[src/rtl/button_conditioner.sv]
// N-channel push-button front end: two-flop synchroniser, debounce filter, one-cycle press pulse.
// Define BUTTON_AUTOREPEAT_EN to re-issue press pulses while a button stays held.
module button_conditioner #(
  parameter int N               = 4,
  parameter int DEBOUNCE_CYCLES = 4,
  parameter int REPEAT_DELAY    = 50000000,
  parameter int REPEAT_PERIOD   = 10000000
) (
  input  logic         Clk,
  input  logic         Rst,
  input  logic [N-1:0] bi,
  output logic [N-1:0] bo,
  output logic [N-1:0] level
);

  localparam int             CW       = $clog2(DEBOUNCE_CYCLES + 1);
  localparam logic [CW-1:0]  CNT_LAST = CW'(DEBOUNCE_CYCLES - 1);

  typedef enum logic [1:0] {IDLE, PRESS, HELD} state_t;

  if (N < 1 || DEBOUNCE_CYCLES < 1 || REPEAT_DELAY < 2 || REPEAT_PERIOD < 2) begin : g_bad_param
    $error("button_conditioner: parameter out of range");
  end

  logic [N-1:0] s1, s2;

  // NOTE: non-blocking assignments so every flop samples its pre-edge inputs.
  always_ff @(posedge Clk or posedge Rst) begin
    if (Rst) begin
      s1 <= '0;
      s2 <= '0;
    end else begin
      s1 <= bi;
      s2 <= s1;
    end
  end

  for (genvar g = 0; g < N; g++) begin : g_ch
    logic [CW-1:0] cnt;
    logic          level_q, bo_q, bo_nxt;
    logic          accept, rise, fall;
    state_t        state, state_nxt;

    assign accept   = (s2[g] != level_q) && (cnt == CNT_LAST);
    assign rise     = accept &  s2[g];
    assign fall     = accept & ~s2[g];
    assign level[g] = level_q;
    assign bo[g]    = bo_q;

    // Any edge where the synchronised input agrees with level restarts the count.
    always_ff @(posedge Clk or posedge Rst) begin
      if (Rst) begin
        cnt     <= '0;
        level_q <= 1'b0;
      end else if (s2[g] == level_q) begin
        cnt     <= '0;
      end else if (cnt == CNT_LAST) begin
        level_q <= s2[g];
        cnt     <= '0;
      end else begin
        cnt     <= cnt + 1'b1;
      end
    end

`ifdef BUTTON_AUTOREPEAT_EN
    localparam int            RMAX   = (REPEAT_DELAY > REPEAT_PERIOD) ? REPEAT_DELAY : REPEAT_PERIOD;
    localparam int            RW     = $clog2(RMAX);
    localparam logic [RW-1:0] R_DLY  = RW'(REPEAT_DELAY - 1);
    localparam logic [RW-1:0] R_PER  = RW'(REPEAT_PERIOD - 1);
    logic [RW-1:0] rcnt, rcnt_nxt;
`endif

    // NOTE: every output of this block gets a default first, so no latch is inferred.
    always_comb begin
      state_nxt = state;
      bo_nxt    = 1'b0;
`ifdef BUTTON_AUTOREPEAT_EN
      rcnt_nxt  = rcnt;
`endif
      case (state)
        IDLE: begin
          if (rise) begin
            state_nxt = PRESS;
            bo_nxt    = 1'b1;
`ifdef BUTTON_AUTOREPEAT_EN
            rcnt_nxt  = R_DLY;
`endif
          end
        end
        PRESS, HELD: begin
          if (fall) begin
            state_nxt = IDLE;
`ifdef BUTTON_AUTOREPEAT_EN
            rcnt_nxt  = '0;
`endif
          end else begin
            state_nxt = HELD;
`ifdef BUTTON_AUTOREPEAT_EN
            // Down-counter reaching zero marks the edge a repeat pulse is due.
            if (rcnt == '0) begin
              bo_nxt   = 1'b1;
              rcnt_nxt = R_PER;
            end else begin
              rcnt_nxt = rcnt - 1'b1;
            end
`endif
          end
        end
        default: state_nxt = IDLE;
      endcase
    end

    always_ff @(posedge Clk or posedge Rst) begin
      if (Rst) begin
        state <= IDLE;
        bo_q  <= 1'b0;
`ifdef BUTTON_AUTOREPEAT_EN
        rcnt  <= '0;
`endif
      end else begin
        state <= state_nxt;
        bo_q  <= bo_nxt;
`ifdef BUTTON_AUTOREPEAT_EN
        rcnt  <= rcnt_nxt;
`endif
      end
    end
  end

endmodule

[config.mk]
export PLATFORM = sky130hd
export DESIGN_NAME = button_conditioner
export DESIGN_NICKNAME = d
export VERILOG_FILES = /design/src/rtl/button_conditioner.sv
export SDC_FILE = /design/constraint.sdc
export NUM_CORES = 1
export LEC_CHECK = 0
export BUFFER_PORTS_ARGS = -buffer_cell sky130_fd_sc_hd__buf_2
export CAP_MARGIN = 0
export CORE_MARGIN = 4
export CORE_UTILIZATION = 57
export DETAILED_ROUTE_END_ITERATION = 7
export PLACE_DENSITY = 0.78
export SYNTH_ARGS = -nofsm -noshare
export SYNTH_HDL_FRONTEND = slang
export SYNTH_SLANG_ARGS = --single-unit
export TNS_END_PERCENT = 10
[constraint.sdc]
create_clock -name Clk -period 2 [get_ports Clk]
set_clock_uncertainty 0.2 [all_clocks]
set_input_delay 0.4 -clock Clk [delete_from_list [all_inputs] [get_ports Clk]]
set_output_delay 0.4 -clock Clk [all_outputs]
set_load 0.02 [all_outputs]
==> results, run 1 <==
- For this run, the slowest stage of the critical path takes 0.46 ns.
- In the post-synthesis netlist, the biggest area contributors are sky130_fd_sc_hd__dfrtp_1 (56%), sky130_fd_sc_hd__ha_1 (8.6%), sky130_fd_sc_hd__buf_4 (3.7%).
- The die is just over 60 um wide.
- The maximum number of pins on one net before global-route repair is 37.
- The worst register-to-register path has a depth of 4.
- The part of the Yosys area used for sequential elements is 56.21%.
- The worst hold path passes through 0 cells.
- The final layout contains routed wiring with a total length of ~2200 um.
- The half-perimeter wire length of the detailed placement result is roughly 1600 um.
- The aggregate negative setup slack is 0 ns.
- In this run the most critical hold path is launched from s1[0]$_DFF_PP0_.
- The leakage power figure is a little under 0.9 nW.
- VDD sags by at most roughly 820 uV.
- The most instantiated library cell after synthesis is sky130_fd_sc_hd__dfrtp_1.
- The endpoint of the worst hold-timing path is s2[0]$_DFF_PP0_.
- In the synthesized netlist the async set-or-reset flop fraction comes to between 90% and 100%.
- At the pin with the least slew margin, the transition time is 0.4274 ns.
- The reg-to-reg endpoint is g_ch[3].state[1]$_DFFE_PP0P_.
- Setup repair after global routing left no endpoint under its margin.
- The detail route stage leaves a number of antenna-violating nets equal to 0.
- The cell area that synthesis handed to floorplanning was 0.001603 mm^2.
- Global routing finished with a remaining overflow of 0.
- The average wire length per cell after detail routing is around 12 um.
- The final RePlAce weighted congestion is 0.7863.
- The die is 61.03 um tall.
- For this run, the top clock speed supported by timing is around 0.63 GHz.
- The number of distinct library cells after synthesis is 29.
- The final number of max-transition violations is 0.
- The kind of cell with the highest combined delay on the critical path is flip-flops.
- For this run, the leading register cell type out of synthesis is sky130_fd_sc_hd__dfrtp_1.
- The number of CTS-inserted buffers is 5.
- 0 antenna diodes ended up in the layout.
- The setup slack on the worst flop-to-flop path is between 0.5 and 0.6 ns.
- The number of nets in the final layout is about 170.
- The synthesized design devotes to its leading area cell type 56.21% of total area.
- The worst setup path is captured at a primary output.
- By startpoint and endpoint, the worst setup path is classified as flop to primary output.
- The number of instances in the synthesized netlist is about 130.
- By count the netlist is led by sky130_fd_sc_hd__dfrtp_1 (36), sky130_fd_sc_hd__inv_1 (12), sky130_fd_sc_hd__ha_1 (11).
- The CTS tree is built.
- The number of failing hold endpoints at the final stage was 0.
- The average size of a mapped cell is 11.96 um^2.
- The number of buffers and inverters on the critical path is 1.
- Walking the worst path, the cells encountered are buf_2.
- The launching element of the worst setup path is g_ch[0].level_q$_DFFE_PP0N_.
- Dividing the detail-routed via count by the number of cells gives between 5 and 6.
- The starting density of the core is between 60 and 70%.
- The tightest hold path in the finished design has a slack of approximately 0.16 ns.
- The clock input transition at the sequential cells of the worst setup and hold paths is roughly 0.1 ns.
- The area added between synthesis and finish is 9.914%.
- The clock tree root driver cell is sky130_fd_sc_hd__clkbuf_4.
- The wire length of the first global-routing pass is around 4000 um.
- The total of warnings raised by yosys is 0.
- The path class of the tightest hold or removal check is flop to flop.
- The number of DRC markers in iteration 0 is 28.
- Setup violations remaining at the end of the flow were counted as 0.
- The synthesized design contains 0 enable-type register cells.
- Cells with a size suffix above 1 make up ~16% of the layout.
- Subtracting the final worst setup slack from the clock period gives ~1.6 ns.
- The area of the die is ~0.0037 mm^2.
- Global routing used ~15% of the available tracks.
- The total power after layout is between 2 and 2.5 mW.
- The top cell type by total area after synthesis is sky130_fd_sc_hd__dfrtp_1.
- The standard-cell row count is 18.
- At the worst endpoint, the arrival time is a little under 1 ns.
- The pre-antenna-repair detailed-routing pass consisted of 4 iterations.
- No sink is reached through more buffers than the 2 on the longest clock path.
- The H-tree generated during clock tree synthesis spans 2 levels.
- Input and output buffers added on the ports amount to 13.
- The core occupancy in the finished layout is around two thirds.
- The core outline area is roughly 0.0026 mm^2.
- The worst reg2reg path startpoint is g_ch[3].cnt[0]$_DFF_PP0_.
- The DRC violation count after routing is 0.
- The via count of the routed design is slightly below 1000.
- The required time at the endpoint of the critical path is ~1.4 ns.
- Synthesis inferred 36 register bits.
- The largest fanout on the critical path is 6.
- Power spread over the standard cell area amounts to about 1200 mW/mm^2.
- The number of global-route vias before repair came to approximately 1000.
- Synthesis produced a netlist with a net count of 151.
- The number of violations of the max-capacitance limit is 0.
- Dividing the final minimum period by the clock period gives between 70% and 80%.
- For this design, the sink count on the clock tree is 36.
- The flow ran to the end, and the final reports show no timing, DRC or antenna violations.
- The initial antenna violation count is 0.
- The number of top-level design ports is 14.
- The later pin in the worst-skew pair is clocked with a latency of ~0.33 ns.
- The critical path's slowest cell is sky130_fd_sc_hd__dfrtp_1.
- The category of the worst setup path launch point is a flop.
- The tightest slew margin relative to the limit is a little under three quarters.
kinds of logic (layout without fill, tap and decap cells):
family,count (synthesis),after routing,share of synthesized area [%]
DFF,36,36,56.21
AOI/OAI and AO/OA,16,16,7.181
muxes,2,2,1.405
buffers and inverters,20,39,6.557
and+or+nand+nor,45,45,17.88
adders and majority gates,11,11,8.587
xor gates and xnor gates,4,4,2.186
power breakdown:
group          internal, mW  switching, mW
registers             0.889          0.124
logic                 0.330          0.355
clock network         0.174          0.221
layer usage:
| metal | routed length, um | GRT usage [%] |
|---|---|---|
| met5 | 0 | 0 |
| met2 | 1089 | 24.92 |
| met3 | 92 | 5.241 |
| met4 | 42 | 8.359 |
| met1 | 969 | 16.37 |
placed cells by master, fill, tap and decap left out, drive strengths merged, types with 2 or more instances in the layout:
| cell | Yosys | final |
|---|---|---|
| ha | 11 | 11 |
| nor2b | 4 | 4 |
| dlygate4sd3 | 0 | 5 |
| nor2 | 5 | 5 |
| xnor2 | 4 | 4 |
| nor3b | 8 | 8 |
| o21a | 2 | 2 |
| dfrtp | 36 | 36 |
| buf | 8 | 14 |
| o21ai | 3 | 3 |
| a221oi | 2 | 2 |
| and2 | 3 | 3 |
| nand2b | 9 | 9 |
| mux2 | 2 | 2 |
| a21oi | 4 | 4 |
| nor3 | 4 | 4 |
| inv | 12 | 12 |
| clkbuf | 0 | 8 |
| nand2 | 5 | 5 |
| o31ai | 2 | 2 |
| nand3b | 2 | 2 |
final cells by class:
class	instances	area, um^2
Timing Repair Buffer	19	122.6
Multi-Input combinational cell	78	596.8
Sequential cell	36	900.9
Tap cell	30	37.54
Inverter	12	45.04
Clock buffer	8	58.81
Fill cell	199	805.8
what timing repair did:
action / in CTS / in global routing
gates resized for setup: 0 / 0
setup buffers: 0 / 0
hold buffers: 5 / 0
setup endpoints to repair: 0 / 0
endpoints found under the hold margin: 40 / 0
registers in the layout, indices dropped and copies added (netlist names):
name / cells
g_ch.bo_q: 4
s2: 4
g_ch.level_q: 4
s1: 4
g_ch.state: 8
g_ch.cnt: 12
stage by stage:
step	instances	worst slack [ns]	instance area, um^2
floorplan	134	0.5817	1603
global route	183	0.3573	1762
global placement	170	0.5572	1653
finish	183	0.4149	1762
CTS	183	0.4013	1762
detailed placement	170	0.5120	1653
worst max-delay path by stage:
stage | slack (ns) | end | cells past startpoint
CTS | 0.40 | level[0] | 1
detailed placement | 0.51 | g_ch[3].state[1]$_DFFE_PP0P_ | 4
finish | 0.41 | level[0] | 1
global route | 0.36 | level[3] | 1
floorplan | 0.58 | g_ch[3].state[1]$_DFFE_PP0P_ | 4
global placement | 0.56 | g_ch[3].state[1]$_DFFE_PP0P_ | 4
No activity file was read; power rests on OpenSTA's default activity.
==> inputs of run 2 (changes only) <==
==> constraint.sdc (replaced) <==
create_clock -name Clk -period 1.54 [get_ports Clk]
set_clock_uncertainty 0.2 [all_clocks]
set_input_delay 0.308 -clock Clk [delete_from_list [all_inputs] [get_ports Clk]]
set_output_delay 0.308 -clock Clk [all_outputs]
set_load 0.02 [all_outputs]
==> results, run 2 (same netlist as run 1, synthesis figures left out) <==
- The largest fanout on the critical path is 4.
- The area added between synthesis and finish is 10.93%.
- Clock latency on the worst-skew pair, taken at its later pin, is between 0.3 and 0.4 ns.
- The critical path in this run is classified as flop to flop.
- Power spread over the standard cell area amounts to 1548 mW/mm^2.
- The number of global-route vias before repair is between 1000 and 1500.
- TritonCTS built the clock tree.
- After detailed routing, the average wire length per cell comes to 12.72 um.
- The initial antenna violation count was 0.
- The commonest non-fill, non-tap cell in the layout is sky130_fd_sc_hd__dfrtp_1.
- In this run the cell area measured after placement is 0.001653 mm^2.
- The worst vdd rail ir drop is approximately 1200 uV.
- The number of failing hold endpoints at the final stage is 0.
- The class of the most critical hold timing path is flop to flop.
- The data arrival time of the critical path is 1.52 ns.
- The die covers 0.003724 mm^2.
- The wire length of the first global-routing pass is 4064 um.
- The overall overflow remaining after global route is 0.
- The H-tree generated during clock tree synthesis spans 2 levels.
- Setup repair after global routing left no endpoint under its margin.
- The routing usage on met3 is 5.660%.
- The met2 track demand over resource in global routing is roughly a quarter.
- The flip-flop count of the largest register, all copies and words added is 12.
- The clock input transition at the sequential cells of the worst setup and hold paths is 0.09 ns.
- The global routing stage identified its most utilized layer as met2.
- The clock drives 36 sinks.
- The number of CTS-inserted buffers is 5.
- The number of detailed-route iterations in the first pass is 4.
- The clock tree root driver cell is sky130_fd_sc_hd__clkbuf_4.
- The total track usage is between 10% and 20%.
- g_ch.cnt holds more flip-flops than any other register.
- The chip width is 61.03 um.
- For this configuration, the core starts out at a cell density of between 60 and 70%.
- In this run, the number of DRC markers left after iteration 0 of detailed routing was 54.
- The fraction of layout instances using a drive strength above 1 is about 20%.
- The via count of the routed design is 973.
- For this run, global-route usage on met1 was measured as 17.15%.
- The worst setup path is launched from a flop.
- The transition at the pin with the smallest max-transition slack is roughly 0.43 ns.
- The net count of the finished layout is 169.
- The standard-cell row count is 18.
- Power comes to about 2.8 mW.
- The kind of end point of the critical path is a flop.
- Of the available clock period, the critical path in the final layout requires a little over nine tenths.
- The count of nets left with antenna violations once routing finished came out at 0.
- The largest registers in the layout are g_ch.cnt x12, g_ch.state x8.
- Input and output buffers added on the ports amount to 13.
- The flow ran to the end, and the final reports show no timing, DRC or antenna violations.
- The cell total after placement is between 150 and 200.
- The maximum number of buffers from clock root to sink is 2.
- The area taken by flip-flops and latches is roughly 900 um^2.
- The final RePlAce weighted congestion is approximately 0.8.
- The final number of max-transition violations was 0.
- The area taken by multi-input logic gates is ~610 um^2.
- In this run the tightest slew margin relative to its limit is 71.09%.
- In this run the vertical extent of the chip is 61.03 um.
- After legalization and detailed placement, the total HPWL measured 1664 um.
- The number of setup violations in the final report is 0.
- The core outline area is roughly 0.0026 mm^2.
- The number of filler instances in the final layout is between 150 and 200.
- The number of top-level design ports is 14.
- At the worst endpoint, the required time is between 1.5 and 2 ns.
- The final layout contains routed wiring with a total length of 2327 um.
- The worst hold slack is 0.1584 ns.
- Timing would allow up to around 0.68 GHz.
- Max-cap violations in this run came to 0.
- The maximum number of pins on one net before global-route repair is 37.
- The aggregate negative setup slack is 0 ns.
- The final antenna diode count is 0.
- After layout, the minimum clock period comes to approximately 1.5 ns.
- The cell area after layout is 0.001778 mm^2.
- In this run the static leakage power is around 0.88 nW.
- After detailed routing, the number of remaining DRC violations is 0.
- The via density per instance is 5.317.
- The library cells used most frequently in the layout, excluding fill and tap cells, are sky130_fd_sc_hd__dfrtp_1 (34), sky130_fd_sc_hd__buf_2 (13), sky130_fd_sc_hd__inv_1 (12), sky130_fd_sc_hd__nand2b_1 (9), sky130_fd_sc_hd__ha_1 (9).
- The finished layout holds roughly 180 standard cells, fillers aside.
[run 2: area by class of cell]
cell class | count | share of cell area, %
sequential | 36 | 50.81
inverter | 12 | 2.533
clock buffer | 8 | 3.308
timing repair buffer | 19 | 6.897
multi-input combinational | 78 | 34.34
tap | 30 | 2.111
[run 2: critical path, cell delays in order, from the launching register on]
cell                       delay (ns)
sky130_fd_sc_hd__dfrtp_1         0.39
sky130_fd_sc_hd__ha_2            0.21
sky130_fd_sc_hd__nor3b_2         0.18
sky130_fd_sc_hd__a21bo_1         0.21
sky130_fd_sc_hd__a211oi_2        0.21
[run 2: metrics by stage]
stage	utilization, %	setup WS (ns)
after floorplan	-	0.1217
after global placement	64.38	0.09974
after detailed placement	64.38	0.02157
after CTS	68.62	0.002518
after global routing	69.25	0.001763
final	69.25	0.06599
[run 2: final timing paths]
kind / end / slack, ns / startpoint / cells past startpoint
worst min register to register: s2[2]$_DFF_PP0_ / 0.16 / s1[2]$_DFF_PP0_ / 0
min in group asynchronous: g_ch[3].cnt[1]$_DFF_PP0_ / 0.42 / Rst / 4
worst min-delay path: s2[2]$_DFF_PP0_ / 0.16 / s1[2]$_DFF_PP0_ / 0
max in group asynchronous: g_ch[0].level_q$_DFFE_PP0N_ / 0.39 / Rst / 4
worst max-delay path: g_ch[3].state[1]$_DFFE_PP0P_ / 0.07 / g_ch[3].cnt[0]$_DFF_PP0_ / 4
worst max register to register: g_ch[3].state[1]$_DFFE_PP0P_ / 0.07 / g_ch[3].cnt[0]$_DFF_PP0_ / 4
[run 2: per-layer routing]
layer	routed length, um	share of wire, %
met5	0	0
met4	48	2.1
met3	91	3.9
met2	1165	50
met1	1020	44
[run 2: timing repair]
| item | 4_1_cts | 5_1_grt |
|---|---|---|
| resized for setup | 0 | 6 |
| endpoints found under the hold margin | 40 | 0 |
| hold buffers | 5 | 0 |
| setup buffers | 0 | 0 |
| setup endpoints to repair | 0 | 5 |
[run 2: where the power goes]
| part | switching [mW] | internal, mW | leakage (nW) |
|---|---|---|---|
| Sequential | 0.164 | 1.16 | 0.455 |
| Clock | 0.280 | 0.225 | 0.0326 |
| Combinational | 0.478 | 0.446 | 0.388 |
| Total | 0.922 | 1.83 | 0.876 |
==> inputs of run 3 (changes only) <==
==> constraint.sdc (replaced) <==
create_clock -name Clk -period 1.6 [get_ports Clk]
set_clock_uncertainty 0.2 [all_clocks]
set_input_delay 0.32 -clock Clk [delete_from_list [all_inputs] [get_ports Clk]]
set_output_delay 0.32 -clock Clk [all_outputs]
set_load 0.02 [all_outputs]
==> results, run 3 (same netlist as run 1, synthesis figures left out) <==
- The starting density of the core is around 62%.
- The required time at the endpoint of the critical path is between 1.5 and 2 ns.
- The fraction of layout instances using a drive strength above 1 is between 10% and 20%.
- Summing all multi-input logic gate instances after layout gives ~600 um^2.
- The final number of max-transition violations was 0.
- Clock tree synthesis selected as its root buffer the cell sky130_fd_sc_hd__clkbuf_4.
- Setup repair after global routing left no endpoint under its margin.
- In the layout the commonest cells are sky130_fd_sc_hd__dfrtp_1 (36), sky130_fd_sc_hd__buf_2 (13), sky130_fd_sc_hd__inv_1 (12), sky130_fd_sc_hd__ha_1 (11), sky130_fd_sc_hd__nand2b_1 (9).
- The min-delay analysis places its worst path in the category flop to flop.
- The cell area after layout is 0.001768 mm^2.
- Entering global routing, the biggest net connects 37 pins.
- In this run the power density over the cells is roughly 1500 mW/mm^2.
- In this run the deepest clock path goes through 2 buffers.
- For the pin with the worst max-slew slack, the measured transition is 0.4230 ns.
- The setup path with the least slack is of type flop to flop.
- In this run the horizontal extent of the chip is 61.03 um.
- The clock input transition at the sequential cells of the worst setup and hold paths is 0.10 ns.
- The final critical path takes up 95.15% of the cycle.
- For this run, the slowest stage of the critical path takes roughly 0.4 ns.
- Once the clock tree was built, the setup fixing pass inserted 0 buffers.
- After detailed placement, the total cell area comes to 0.001653 mm^2.
- The wire length after detailed routing is 2270 um.
- The commonest non-fill, non-tap cell in the layout is sky130_fd_sc_hd__dfrtp_1.
- IR analysis of the VDD net gives a maximum drop of between 1000 and 1500 uV.
- CTS built an H-tree with a depth of 2.
- The signal on the critical path passes through ha_1 > nor3b_2 > a21bo_1 > a211oi_2.
- The tightest slew margin relative to the limit is 71.80%.
- The fmax is 0.6569 GHz.
- For this design the static power due to leakage is approximately 0.89 nW.
- Global routing consumed, on the met2 layer, 25.23% of the routing resources.
- Fill cells in the final layout number 197.
- The die boundary height is 61.03 um.
- The design draws between 2 and 3 mW.
- TritonCTS built the clock tree.
- Setup total negative slack on the finished layout was measured at 0 ns.
- The number of detailed-route iterations in the first pass is 4.
- The die covers 0.003724 mm^2.
- The DRC violation count after routing is 0.
- The first routing iteration left 37 violations.
- The area taken by flip-flops and latches is about 900 um^2.
- The number of failing hold endpoints at the final stage is 0.
- The wire length of the first global-routing pass is a little under 4000 um.
- The final antenna diode count is 0.
- In the global route stage, met1 resource usage came out at between 15 and 20%.
- STA classifies the critical path startpoint as a flop.
- The kind of end point of the critical path is a flop.
- The standard-cell row count is 18.
- The half-perimeter wire length of the detailed placement result is 1633 um.
- The core outline area is roughly 0.0026 mm^2.
- The flip-flop count of the largest register, all copies and words added is 12.
- The largest registers in the layout are g_ch.cnt x12, g_ch.state x8.
- The total of buffers placed on input and output ports is 13.
- After detailed routing, the number of vias per cell comes to about 5.3.
- Compared with the post-synthesis result, the final layout area differs by 10.30%.
- The number of top-level design ports is 14.
- The post-layout minimum cycle time is between 1.5 and 2 ns.
- The detail route stage leaves a number of antenna-violating nets equal to 0.
- The post-cts gate resize count is 0.
- The insertion delay of the later-clocked pin in the worst-skew pair is roughly 0.33 ns.
- The TritonCTS sink count is 36.
- The top register by number of flip-flops is g_ch.cnt.
- For this run, the post-layout net count is ~170.
- The via count of the routed design is ~960.
- Data on the critical path arrives at its endpoint at between 1.5 and 2 ns.
- Across every metal layer, demand over resource in global routing totals between 10 and 15%.
- For met3 alone, demand over resource in global routing was around 5.7%.
- The number of global-route vias before repair was around 950.
- The average wire length per cell after detail routing is around 12 um.
- The final RePlAce weighted congestion is 0.7788.
- The overall overflow remaining after global route is 0.
- The number of setup violations in the final report is 0.
- The number of CTS-inserted buffers is 5.
- The setup slack on the worst flop-to-flop path is just under 0.08 ns.
- The initial antenna violation count is 0.
- In this run the most used layer during global routing was met2.
- Along the worst path, the maximum fanout reaches 4.
- The critical path's slowest cell is sky130_fd_sc_hd__dfrtp_1.
- The flow ran to the end, and the final reports show no timing, DRC or antenna violations.
- Across the run, the number of max-cap violations was 0.
run 3: cell types whose count changed in the layout (fill, tap and decap cells not counted), sizes merged:
cell and change:
clkbuf -1
run 3: metrics by stage:
stage / setup WS [ns] / util (%) / hold WS [ns] / cells
after floorplan: 0.1817 / - / 0.1312 / 134
after global placement: 0.1598 / 64.38 / 0.1340 / 170
after detailed placement: 0.08894 / 64.38 / 0.1403 / 170
after CTS: 0.06758 / 68.86 / 0.1615 / 182
after global routing: 0.01051 / 68.86 / 0.1688 / 182
final: 0.07760 / 68.86 / 0.1573 / 182
run 3: where the power goes:
part           switching (mW)  internal [mW]  leakage, nW
Sequential              0.153           1.11        0.457
Clock                   0.274          0.249       0.0374
Combinational           0.451          0.415        0.391
run 3: final cells by class:
type,count,area share (%)
multi-input combinational,78,33.76
timing repair buffer,19,6.936
tap,30,2.123
sequential,36,50.96
inverter,12,2.548
clock buffer,7,3.680
run 3: per-layer routing:
metal,part of all wire [%],vias to the layer above
met5,0,-
met2,50,14
met1,43,462
met3,4.7,7
met4,2.0,0
li1,-,480
run 3: what timing repair did:
item | CTS | global route
hold buffers | 5 | 0
endpoints found under the setup margin | 0 | 1
hold endpoints to repair | 40 | 0
run 3: worst paths after layout:
kind                                     startpoint                      endpoint  cells after the start
setup / recovery           g_ch[3].cnt[0]$_DFF_PP0_  g_ch[3].state[1]$_DFFE_PP0P_                      4
hold / removal                      s1[1]$_DFF_PP0_               s2[1]$_DFF_PP0_                      0
setup reg to reg           g_ch[3].cnt[0]$_DFF_PP0_  g_ch[3].state[1]$_DFFE_PP0P_                      4
hold reg to reg                     s1[1]$_DFF_PP0_               s2[1]$_DFF_PP0_                      0
max in group asynchronous                       Rst      g_ch[1].cnt[2]$_DFF_PP0_                      4
min in group asynchronous                       Rst  g_ch[3].state[1]$_DFFE_PP0P_                      4
run 3: critical path: cells and delay by family (launching register included):
| kind | cells | cell delay, ns |
|---|---|---|
| AO/OA/AOI/OAI | 2 | 0.41 |
| flip-flops | 1 | 0.40 |
| adder cells (fa/ha/maj) | 1 | 0.24 |
| AND/OR/NAND/NOR | 1 | 0.19 |
